$ cat src/rtl/regfile_wb_arbiter.sv
// +--------------------------------------------------------------------------+
// | regfile_wb_arbiter: round-robin write-back arbiter for the regfile port, |
// | with a pending scoreboard of registers claimed by the multi-cycle unit.  |
// | Revision: 1.0                                                            |
// +--------------------------------------------------------------------------+
`default_nettype none

module regfile_wb_arbiter #(
   parameter int DATA_W = 32,
   parameter int ADDR_W = 5
) (
   input  logic                   clk,
   input  logic                   reset,
   input  logic                   wb_stall_i,
   input  logic                   a_valid_i,
   input  logic [ADDR_W-1:0]      a_addr_i,
   input  logic [DATA_W-1:0]      a_data_i,
   output logic                   a_ready_o,
   input  logic                   b_valid_i,
   input  logic [ADDR_W-1:0]      b_addr_i,
   input  logic [DATA_W-1:0]      b_data_i,
   output logic                   b_ready_o,
   input  logic                   claim_valid_i,
   input  logic [ADDR_W-1:0]      claim_addr_i,
   output logic                   wr_en_o,
   output logic [ADDR_W-1:0]      wr_addr_o,
   output logic [DATA_W-1:0]      wr_data_o,
   output logic [(2**ADDR_W)-1:0] pend_o
);

   localparam int NREG = 2**ADDR_W;

   typedef enum logic [0:0] {
      PRIO_A = 1'b0,
      PRIO_B = 1'b1
   } prio_e;

   prio_e             prio_q, prio_d;
   logic              wr_en_q, wr_en_d;
   logic [ADDR_W-1:0] wr_addr_q, wr_addr_d;
   logic [DATA_W-1:0] wr_data_q, wr_data_d;
   logic [NREG-1:0]   pend_q, pend_d;

   logic              w_a_xfer;
   logic              w_b_xfer;
   logic [NREG-1:0]   w_pend_set;
   logic [NREG-1:0]   w_pend_clr;

   // Each ready depends only on valids and prio, so the two can never both be high.
   always_comb begin
      a_ready_o = 1'b0;
      b_ready_o = 1'b0;
      if (!reset && !wb_stall_i) begin
         a_ready_o = a_valid_i & (~b_valid_i | (prio_q == PRIO_A));
         b_ready_o = b_valid_i & (~a_valid_i | (prio_q == PRIO_B));
      end
   end

   assign w_a_xfer = a_valid_i & a_ready_o;
   assign w_b_xfer = b_valid_i & b_ready_o;

   always_comb begin
      prio_d    = prio_q;
      wr_en_d   = 1'b0;
      wr_addr_d = wr_addr_q;
      wr_data_d = wr_data_q;
      if (w_a_xfer) begin
         prio_d    = PRIO_B;
         wr_en_d   = |a_addr_i;
         wr_addr_d = a_addr_i;
         wr_data_d = a_data_i;
      end else if (w_b_xfer) begin
         prio_d    = PRIO_A;
         wr_en_d   = |b_addr_i;
         wr_addr_d = b_addr_i;
         wr_data_d = b_data_i;
      end
   end

   // Set is OR-ed after the clear so a same-cycle re-claim keeps the bit pending.
   always_comb begin
      w_pend_set = '0;
      w_pend_clr = '0;
      if (claim_valid_i && (claim_addr_i != '0)) begin
         w_pend_set[claim_addr_i] = 1'b1;
      end
      if (w_b_xfer) begin
         w_pend_clr[b_addr_i] = 1'b1;
      end
      pend_d = (pend_q & ~w_pend_clr) | w_pend_set;
   end

   always_ff @(posedge clk) begin
      if (reset) begin
         prio_q    <= PRIO_A;
         wr_en_q   <= 1'b0;
         wr_addr_q <= '0;
         wr_data_q <= '0;
         pend_q    <= '0;
      end else begin
         prio_q    <= prio_d;
         wr_en_q   <= wr_en_d;
         wr_addr_q <= wr_addr_d;
         wr_data_q <= wr_data_d;
         pend_q    <= pend_d;
      end
   end

   assign wr_en_o   = wr_en_q;
   assign wr_addr_o = wr_addr_q;
   assign wr_data_o = wr_data_q;
   assign pend_o    = pend_q;

endmodule

`default_nettype wire
$ cat config.mk
export PLATFORM = sky130hd
export DESIGN_NAME = regfile_wb_arbiter
export DESIGN_NICKNAME = d
export VERILOG_FILES = /design/src/rtl/regfile_wb_arbiter.sv
export SDC_FILE = /design/constraint.sdc
export NUM_CORES = 1
export LEC_CHECK = 0
export BUFFER_PORTS_ARGS = -buffer_cell sky130_fd_sc_hd__buf_2
export CORE_MARGIN = 5
export CORE_UTILIZATION = 51
export CTS_CLUSTER_DIAMETER = 30
export CTS_CLUSTER_SIZE = 12
export DETAILED_ROUTE_END_ITERATION = 6
export GPL_TIMING_DRIVEN = 0
export PLACE_DENSITY_LB_ADDON = 0.25
export SLEW_MARGIN = 20
export SYNTH_ARGS = -nofsm -noshare
export SYNTH_HDL_FRONTEND = slang
export SYNTH_SLANG_ARGS = --single-unit
export TNS_END_PERCENT = 20
$ cat constraint.sdc
create_clock -name clk -period 2.4 [get_ports clk]
set_input_delay 0.12 -clock clk [delete_from_list [all_inputs] [get_ports clk]]
set_output_delay 0.12 -clock clk [all_outputs]
set_load 0.05 [all_outputs]
==> flow_summary.ini, run 1 <==
[sta]
skew_final_ns = 0.00766
setup_total_negative_slack_ns = 0
finalSetupViolCount = 0
setup_repair_after_global_routing_missed_its_margin = false
post-route-period-util = 0.800
post-route-min-period_ns = 1.92
finalHoldViolCount = 0
fmaxAchievable_ghz = 0.521
slew_violations = 0
slew-limit-headroom = 0.518
worst_pin_slew_ns = 0.718

[detailed_routing]
avgViaCountPerCell = 6.28
initial_drt_pass_iterations = 5
routed-via-count = 4296
detail-route-antenna-nets = 0
detail_route.wirelength_mm = 12.8
detail_route.iter0.violations = 411
remaining_drc_errors = 0
wire_per_inst_um = 18.7

[critical_path]
worst_r2r_endpoint = pend_o[21]$_SDFF_PP0_
rrSetupSlack_ns = 0.77
cp-end-kind = primary output
worst_r2r_startpoint = prio_q$_SDFFE_PP0P_
critical_path_arrival_ns = 1.80
worstRegToRegCells = 4
worst_setup_path_start_kind = flop
crit_path_max_fanout = 10
critPathKind = reg -> out
required_ns = 2.28

[finish]
multi_input_area_sq_mm = 0.00188
finish.utilization = 0.694
growth_of_design_area_from_synthesis_to_finish_pct = 31.7
count_of_antenna_diodes_in_the_layout = 0
post-route-cell-area_sq_mm = 0.00474
seq_area_sq_mm = 0.00142
number_of_nets_in_the_layout = 668
fillerInstances = 591
share_of_layout_cells_above_drive_strength_1 = 0.354

[clock_network]
cts-resized-gates = 0
root_buffer = sky130_fd_sc_hd__clkbuf_8
cts_setup_buffers = 0
cts_inserted_buffers = 9
cts_sinks = 71
number_of_h_tree_branching_levels = 3
hold_buf_cts = 0
tritoncts_clock_tree = done
worst_setup_hold_path_clk_slew_ns = 0.07
clockBufferDepth = 2
clock_latency_ns = 0.35

[floorplan]
floorplan.core_area_sq_mm = 0.00683
die_height_um = 94.0
num_rows = 30
io-pin-count = 157
floorplan.initialDensity = 0.527
dieArea_sq_mm = 0.00884
dieWidth_um = 94.0

[global_routing]
global_route.usage.met3 = 0.0817
grt.met1_usage = 0.377
grt_pass1_vias = 4070
gr-usage-met2 = 0.450
maximum_number_of_pins_on_one_net_before_global_route_repair = 13
antenna_violations_before_repair = 0
globalRoute.busiestLayer = met2
grt_pass1_wl_mm = 20.1
grt.overflow.total = 0
grt_use_total = 0.287

[synthesis]
synth-seq-area-share = 0.395
share_of_async_settable_or_async_resettable_flops_after_synthesis = 0
synth_area_per_cell_sq_um = 8.57
yosys_warnings = 0
yosysTopAreaCellShare = 0.395
synthMostInstantiatedCell = sky130_fd_sc_hd__dfxtp_1
ys_seq_elements = 71
mappedNetlistArea_sq_mm = 0.00360
netlist-cell-type-count = 38
netlist_top_cells_count = sky130_fd_sc_hd__dfxtp_1, sky130_fd_sc_hd__a311oi_1, sky130_fd_sc_hd__nand2_1, sky130_fd_sc_hd__nand4_1
syn-num-nets = 505
synth_area_leader_cell = sky130_fd_sc_hd__dfxtp_1
synth_top_cells_by_area = sky130_fd_sc_hd__dfxtp_1, sky130_fd_sc_hd__a311oi_1, sky130_fd_sc_hd__o31ai_1
most_instantiated_flip_flop_cell_in_the_synthesis_netlist = sky130_fd_sc_hd__dfxtp_1
synth-edff-count = 0
post_synth_inst_count = 420

[run]
drv_cap = 0

[power]
swShare = 0.298
vdd.ir_drop.worst_uv = 454
internal_power_mw = 2.20
leakagePower_nw = 1.88
p_comb_frac = 0.195
p_switching_mw = 0.931
clock_power_share = 0.405
power_density_mw_per_mm2 = 659
sequentialPowerShare = 0.400

[hold_path]
holdPathEnd = wr_en_o$_SDFF_PP0_
timing.hold.worst.start = a_addr_i[3]
worstHoldPathType = in -> reg
worstHoldPathCells = 3

[run_status]
run_status = finished clean

[placement]
dp.final_hpwl_mm = 9.14
port_buffers = 152
placement.cell_area_sq_mm = 0.00448
place_congestion = 0.917
==> kinds of logic (layout without fill, tap and decap cells) <==
logic type	after synthesis	after routing	share of synthesized area
AOI/OAI and AO/OA	142	142	0.293
buffers and inverters	63	231	0.0831
DFF	71	71	0.395
and+or+nand+nor	144	144	0.229
==> area by class of cell <==
class,count,area share
Clock inverter,6,0.0280
Tap cell,96,0.0253
Timing Repair Buffer,152,0.160
Clock buffer,10,0.0269
Inverter,4,0.00317
Sequential cell,71,0.300
Buffer,59,0.0599
Multi-Input combinational cell,286,0.396
==> state kept, by name, indices dropped and copies added (netlist names) <==
name,cells
pend_o,32
wr_data_o,32
wr_addr_o,5
prio_q,1
wr_en_o,1
==> worst max-delay path by stage <==
stage,from,end,slack (ns),cells after the start
6_report,prio_q$_SDFFE_PP0P_,a_ready_o,0.48,5
5_1_grt,prio_q$_SDFFE_PP0P_,a_ready_o,0.40,5
3_3_place_gp,prio_q$_SDFFE_PP0P_,pend_o[17]$_SDFF_PP0_,0.87,4
2_1_floorplan,prio_q$_SDFFE_PP0P_,wr_en_o$_SDFF_PP0_,1.07,5
4_1_cts,prio_q$_SDFFE_PP0P_,a_ready_o,0.53,5
3_5_place_dp,prio_q$_SDFFE_PP0P_,pend_o[21]$_SDFF_PP0_,0.84,4
==> layer usage <==
layer  up-vias  share of wire
li1       1989              -
met5         -              0
met2       254           0.47
met4         0          0.014
met3        18          0.099
met1      2035           0.42
==> critical path, cell delays in order, from the launching register on <==
cell and delay, ns:
sky130_fd_sc_hd__dfxtp_1 0.36, sky130_fd_sc_hd__a21boi_2 0.26, sky130_fd_sc_hd__nand2_1 0.24, sky130_fd_sc_hd__buf_2 0.26, sky130_fd_sc_hd__inv_1 0.07, sky130_fd_sc_hd__buf_2 0.25
==> through the flow <==
stage | setup slack, ns | instances | hold WS (ns) | power, mW
floorplan | 1.07 | 420 | 0.271 | 1.67
global placement | 0.865 | 668 | 0.392 | 1.86
detailed placement | 0.840 | 668 | 0.398 | 1.87
CTS | 0.533 | 684 | 0.0415 | 3.11
global route | 0.404 | 684 | 0.0648 | 3.23
finish | 0.481 | 684 | 0.0422 | 3.13
==> cells in the final DEF, fill, tap and decap left out, types with 9 or more instances in the layout <==
master,netlist,final
sky130_fd_sc_hd__dfxtp_1,71,71
sky130_fd_sc_hd__buf_2,29,181
sky130_fd_sc_hd__nand4_1,35,35
sky130_fd_sc_hd__o31ai_1,32,32
sky130_fd_sc_hd__a311oi_1,63,63
sky130_fd_sc_hd__clkbuf_8,0,9
sky130_fd_sc_hd__a21oi_1,34,34
sky130_fd_sc_hd__nor3_1,34,34
sky130_fd_sc_hd__nand2_1,35,35
sky130_fd_sc_hd__clkbuf_1,26,27
==> power groups by stage <==
stage	Combinational (mW)	Clock (mW)	Sequential, mW
global placement	0.588	0	1.28
finish	0.609	1.27	1.25
global route	0.646	1.33	1.26
detailed placement	0.597	0	1.28
floorplan	0.234	0	1.44
CTS	0.599	1.26	1.25
Note: power is estimated with default switching activity, not from simulation.
==> run 2, diff against run 1 <==
--- a/config.mk
+++ b/config.mk
@@ -5,9 +5,10 @@
 export SDC_FILE = /design/constraint.sdc
 export NUM_CORES = 1
 export LEC_CHECK = 0
+export ABC_AREA = 1
 export BUFFER_PORTS_ARGS = -buffer_cell sky130_fd_sc_hd__buf_2
 export CORE_MARGIN = 5
-export CORE_UTILIZATION = 51
+export CORE_UTILIZATION = 43
 export CTS_CLUSTER_DIAMETER = 30
 export CTS_CLUSTER_SIZE = 12
 export DETAILED_ROUTE_END_ITERATION = 6
==> constraint.sdc (replaced) <==
create_clock -name clk -period 1.63 [get_ports clk]
set_input_delay 0.0815 -clock clk [delete_from_list [all_inputs] [get_ports clk]]
set_output_delay 0.0815 -clock clk [all_outputs]
set_load 0.05 [all_outputs]
==> run 2 against run 1 <==
Non-clock buffer count down 26. Cell count grew 23%. Utilization down 9.3 points.
==> flow_summary.ini, run 2 <==
[sta]
skew_final_ns = 0.0123
setup_total_negative_slack_ns = 0
post-route-min-period_ns = 1.55
slew-limit-headroom = 0.234
slew_violations = 0
fmaxAchievable_ghz = 0.645
finalSetupViolCount = 0
setup_repair_after_global_routing_missed_its_margin = true
finalHoldViolCount = 0
worst_pin_slew_ns = 1.14
post-route-period-util = 0.951

[critical_path]
worstRegToRegCells = 7
startpoint = prio_q$_SDFFE_PP0P_
cp_slowest_cell = sky130_fd_sc_hd__dfxtp_1
critical_path_arrival_ns = 1.47
worst_r2r_startpoint = prio_q$_SDFFE_PP0P_
worst_setup_path_start_kind = flop
cp.depth = 6
cp_endpoint = b_ready_o
most_frequent_cell_on_critical_path = sky130_fd_sc_hd__buf_6
largest_stage_delay_on_the_critical_path_ns = 0.34
rrSetupSlack_ns = 0.21
cell_breakdown_of_the_critical_path = inv_1, nand2_2, nand2_1, nor2_4, buf_6, buf_6
crit_path_max_fanout = 10
required_ns = 1.55
cp-end-kind = primary output
critical_path.top_delay_family = buffers and inverters
crit_buf_inv = 3
critPathKind = reg -> out
worst_r2r_endpoint = wr_data_o[9]$_SDFFE_PP0P_

[floorplan]
floorplan.initialDensity = 0.447
num_rows = 32
dieArea_sq_mm = 0.0100
floorplan.core_area_sq_mm = 0.00781
die_height_um = 100
io-pin-count = 157
dieWidth_um = 100

[run]
drv_cap = 0

[synthesis]
yosys_warnings = 0
synth_area_leader_cell = sky130_fd_sc_hd__dfxtp_1
mappedNetlistArea_sq_mm = 0.00349
synthMostInstantiatedCell = sky130_fd_sc_hd__nand2_1
synth-seq-area-share = 0.407
synth-edff-count = 0
post_synth_inst_count = 565
synth_area_per_cell_sq_um = 6.18
yosysTopAreaCellShare = 0.407
most_instantiated_flip_flop_cell_in_the_synthesis_netlist = sky130_fd_sc_hd__dfxtp_1
netlist_top_cells_count = sky130_fd_sc_hd__nand2_1, sky130_fd_sc_hd__nor2_1, sky130_fd_sc_hd__dfxtp_1
share_of_async_settable_or_async_resettable_flops_after_synthesis = 0
synth_top_cells_by_area = sky130_fd_sc_hd__dfxtp_1, sky130_fd_sc_hd__nand2_1, sky130_fd_sc_hd__nor2_1
ys_seq_elements = 71
syn-num-nets = 650
netlist-cell-type-count = 22

[detailed_routing]
detail-route-antenna-nets = 0
remaining_drc_errors = 0
wire_per_inst_um = 12.7
detail_route.iter0.violations = 183
avgViaCountPerCell = 4.81
routed-via-count = 4056
initial_drt_pass_iterations = 5
detail_route.wirelength_mm = 10.7

[finish]
count_of_antenna_diodes_in_the_layout = 0
finish.utilization = 0.601
filler_free_cell_count_of_the_finished_design = 843
layout_common_cells = sky130_fd_sc_hd__nand2_1, sky130_fd_sc_hd__buf_2, sky130_fd_sc_hd__nor2_1
layout.cells.most_common = sky130_fd_sc_hd__nand2_1
growth_of_design_area_from_synthesis_to_finish_pct = 34.5
share_of_layout_cells_above_drive_strength_1 = 0.271
number_of_nets_in_the_layout = 821

[clock_network]
worst_setup_hold_path_clk_slew_ns = 0.08
cts_sinks = 71
cts_setup_buffers = 0
clockBufferDepth = 2
cts_inserted_buffers = 9
number_of_h_tree_branching_levels = 3
root_buffer = sky130_fd_sc_hd__clkbuf_8
clock_latency_ns = 0.35
tritoncts_clock_tree = done

[global_routing]
grt_pass1_vias = 3785
grt_use_total = 0.213
grt.overflow.total = 0
maximum_number_of_pins_on_one_net_before_global_route_repair = 13
antenna_violations_before_repair = 0
grt_pass1_wl_mm = 17.4

[placement]
dp_cells = 823
dp.final_hpwl_mm = 8.11
port_buffers = 156
place_congestion = 0.832

[run_status]
run_status = finished clean

[power]
leakagePower_nw = 2.46
power_density_mw_per_mm2 = 929
vdd.ir_drop.worst_uv = 415

[hold_path]
timing.hold.worst.start = a_addr_i[0]
worstHoldPathType = in -> reg
==> run 2: cell types whose count changed after synthesis, sizes merged, moves of 25 or more <==
cell,before,now
a311oi,63,0
inv,4,52
nand2,35,173
nand4,35,10
nor2,7,145
o21ai,4,34
o31ai,32,1
==> run 2: kinds of logic after synthesis <==
| logic type | count (synthesis) | synth area share |
|---|---|---|
| flip-flops | 71 | 0.407 |
| AO/OA/AOI/OAI | 67 | 0.0975 |
| buffers and inverters | 77 | 0.0936 |
| AND/OR/NAND/NOR | 350 | 0.402 |
==> run 2: timing repair <==
item,in CTS,in global routing
hold buffers,4,0
hold endpoints to repair,1,0
endpoints found under the setup margin,1,18
gates resized for setup,4,9
gates cloned,0,0
==> run 2: worst min-delay path by stage <==
stage                         end  slack [ns]  depth (start not counted)
4_1_cts        wr_en_o$_SDFF_PP0_       0.001                          3
2_1_floorplan  wr_en_o$_SDFF_PP0_        0.20                          2
3_5_place_dp   wr_en_o$_SDFF_PP0_        0.34                          3
6_report       wr_en_o$_SDFF_PP0_        0.02                          3
3_3_place_gp   wr_en_o$_SDFF_PP0_        0.32                          3
5_1_grt        wr_en_o$_SDFF_PP0_        0.03                          3
==> run 2: worst reg2reg max path: cells and delay by family (launching register included) <==
kind | cells | cell delay (ns)
flip-flops | 1 | 0.34
buffers and inverters | 2 | 0.41
AND/OR/NAND/NOR | 4 | 0.48
AO/OA/AOI/OAI | 1 | 0.14
==> run 2: area by class of cell <==
class / count / area [sq um]
Fill cell: 788 / 3110
Multi-Input combinational cell: 417 / 1740
Sequential cell: 71 / 1420
Timing Repair Buffer: 160 / 830
Inverter: 52 / 195
Clock buffer: 11 / 151
Buffer: 25 / 144
Tap cell: 102 / 128
Clock inverter: 5 / 80.1
==> run 2: per-layer routing <==
| layer | track usage | vias up | wire, um |
|---|---|---|---|
| li1 | - | 2087 | - |
| met1 | 0.255 | 1786 | 4420 |
| met2 | 0.366 | 164 | 5220 |
| met3 | 0.0535 | 19 | 900 |
| met4 | 0.0850 | 0 | 201 |
| met5 | 0 | - | 0 |
==> run 2: where the power goes <==
group	total [mW]	leakage (nW)	switching [mW]	internal, mW
logic	0.869	1.77	0.621	0.249
clock network	1.64	0.112	0.694	0.943
registers	1.85	0.579	0.0383	1.81
total	4.36	2.46	1.35	3.01
==> run 2: per-stage QoR <==
step / area (sq um) / power (mW) / setup slack (ns) / hold WS (ns)
floorplan: 3490 / 2.46 / 0.214 / 0.204
global placement: 4400 / 2.73 / 0.105 / 0.322
detailed placement: 4400 / 2.74 / 0.0278 / 0.336
CTS: 4680 / 4.38 / 0.0421 / 0.00144
global route: 4690 / 4.56 / -0.0242 / 0.0334
finish: 4690 / 4.36 / 0.0804 / 0.0227
==> run 3, diff against run 2 <==
--- a/config.mk
+++ b/config.mk
@@ -5,7 +5,6 @@
 export SDC_FILE = /design/constraint.sdc
 export NUM_CORES = 1
 export LEC_CHECK = 0
-export ABC_AREA = 1
 export BUFFER_PORTS_ARGS = -buffer_cell sky130_fd_sc_hd__buf_2
 export CORE_MARGIN = 5
 export CORE_UTILIZATION = 43
==> run 3 against run 2 <==
Flip-flop and latch count did not move. Maximum frequency down 0.79%. Critical path depth is 2 lower. Non-clock buffer count up 27. Register-to-register slack worse by 0.14 ns. Sequential power is essentially flat. Clock power grew 19%. Critical endpoint is now pend_o[31]$_SDFF_PP0_. Largest power group is now clock.
==> flow_summary.ini, run 3 (synthesis results as in run 1) <==
[sta]
finalHoldViolCount = 0
post-route-min-period_ns = 1.56
slew_violations = 0
setup_total_negative_slack_ns = 0
worst_pin_slew_ns = 0.694
fmaxAchievable_ghz = 0.640
skew_final_ns = 0.00650
slew-limit-headroom = 0.535
finalSetupViolCount = 0
post-route-period-util = 0.958

[clock_network]
clockBufferDepth = 2
cts_sinks = 71
worst_setup_hold_path_clk_slew_ns = 0.07
clock_latency_ns = 0.35
tritoncts_clock_tree = done
number_of_h_tree_branching_levels = 3
hold_buf_cts = 0
root_buffer = sky130_fd_sc_hd__clkbuf_8
cts_inserted_buffers = 9

[global_routing]
antenna_violations_before_repair = 0
grt.overflow.total = 0
grt_pass1_vias = 4079
grt_use_total = 0.243
grt_pass1_wl_mm = 20.0
maximum_number_of_pins_on_one_net_before_global_route_repair = 13

[floorplan]
num_rows = 33
dieWidth_um = 101
floorplan.core_area_sq_mm = 0.00818
floorplan.initialDensity = 0.440
dieArea_sq_mm = 0.0103
die_height_um = 101
io-pin-count = 157

[finish]
filler_free_cell_count_of_the_finished_design = 694
layout.cells.most_common = sky130_fd_sc_hd__buf_2
number_of_nets_in_the_layout = 669
layout_common_cells = sky130_fd_sc_hd__buf_2, sky130_fd_sc_hd__dfxtp_1, sky130_fd_sc_hd__a311oi_1
share_of_layout_cells_above_drive_strength_1 = 0.362
finish.utilization = 0.587
count_of_antenna_diodes_in_the_layout = 0
fillerInstances = 786
growth_of_design_area_from_synthesis_to_finish_pct = 33.3

[power]
vdd.ir_drop.worst_uv = 521
power_density_mw_per_mm2 = 976
leakagePower_nw = 1.90

[run]
drv_cap = 0

[run_status]
run_status = finished clean

[detailed_routing]
remaining_drc_errors = 0
detail_route.iter0.violations = 218
initial_drt_pass_iterations = 5
routed-via-count = 4200
wire_per_inst_um = 18.5
avgViaCountPerCell = 6.05
amount_of_wire_on_met3_after_detailed_routing_mm = 1.12
highest_routed_layer = met4
detail-route-antenna-nets = 0
met2_length_mm = 5.89
detail_route.wirelength_mm = 12.8
m1WireLength_mm = 5.57

[critical_path]
critical_path_arrival_ns = 1.74
rrSetupSlack_ns = 0.07
required_ns = 1.81
cp-end-kind = flop
worst_setup_path_start_kind = flop
crit_path_max_fanout = 8
critPathKind = reg -> reg

[placement]
dp_cells = 677
place_congestion = 0.851
dp.final_hpwl_mm = 9.25
port_buffers = 152

[hold_path]
worstHoldPathType = in -> reg
-- run 3: layout make-up --
class | instances | area (sq um) | share of cell area
inverters | 4 | 15.0 | 0.00313
plain buffers | 59 | 293 | 0.0610
flip-flops and latches | 71 | 1420 | 0.296
clock inverters | 5 | 128 | 0.0266
well taps | 105 | 131 | 0.0274
clock buffers | 11 | 151 | 0.0315
multi-input cells | 286 | 1880 | 0.392
repair buffers | 153 | 777 | 0.162
-- run 3: worst max-delay path, cell delays in order (launching register included) --
cell                       delay, ns
sky130_fd_sc_hd__dfxtp_2        0.38
sky130_fd_sc_hd__nor2b_1        0.06
sky130_fd_sc_hd__buf_4          0.17
sky130_fd_sc_hd__nor3b_2        0.58
sky130_fd_sc_hd__a311oi_1       0.22
-- run 3: final timing paths --
check | start | end | depth (start not counted)
max reg2reg | prio_q$_SDFFE_PP0P_ | pend_o[31]$_SDFF_PP0_ | 4
max | prio_q$_SDFFE_PP0P_ | pend_o[31]$_SDFF_PP0_ | 4
min | a_addr_i[3] | wr_en_o$_SDFF_PP0_ | 3
min reg2reg | pend_o[0]$_SDFF_PP0_ | pend_o[0]$_SDFF_PP0_ | 2
-- run 3: stage by stage --
step	cell area (sq um)	setup slack, ns	total power [mW]	hold slack, ns
global route	4800	-0.00178	4.83	0.0252
CTS	4790	0.0210	4.69	0.00440
global placement	4490	0.0941	2.75	0.364
floorplan	3600	0.302	2.46	0.233
finish	4800	0.0680	4.69	0.0131
detailed placement	4490	0.0591	2.76	0.367
-- run 3: report_power, final --
group	internal, mW	switching (mW)
combinational	0.265	0.632
clock	1.26	0.690
sequential	1.80	0.0397
total	3.32	1.36
-- run 3: per-layer routing --
metal  up-vias  global-route usage
li1       1999                   -
met1      1973               0.318
met2       205               0.384
met3        23              0.0627
met4         0              0.0971
met5         -                   0
-- run 3: timing repair --
item / 4_1_cts / 5_1_grt
buffers inserted: 1 / 0
gates resized for setup: 4 / 7
setup endpoints to repair: 2 / 3
pin swaps: 1 / 0
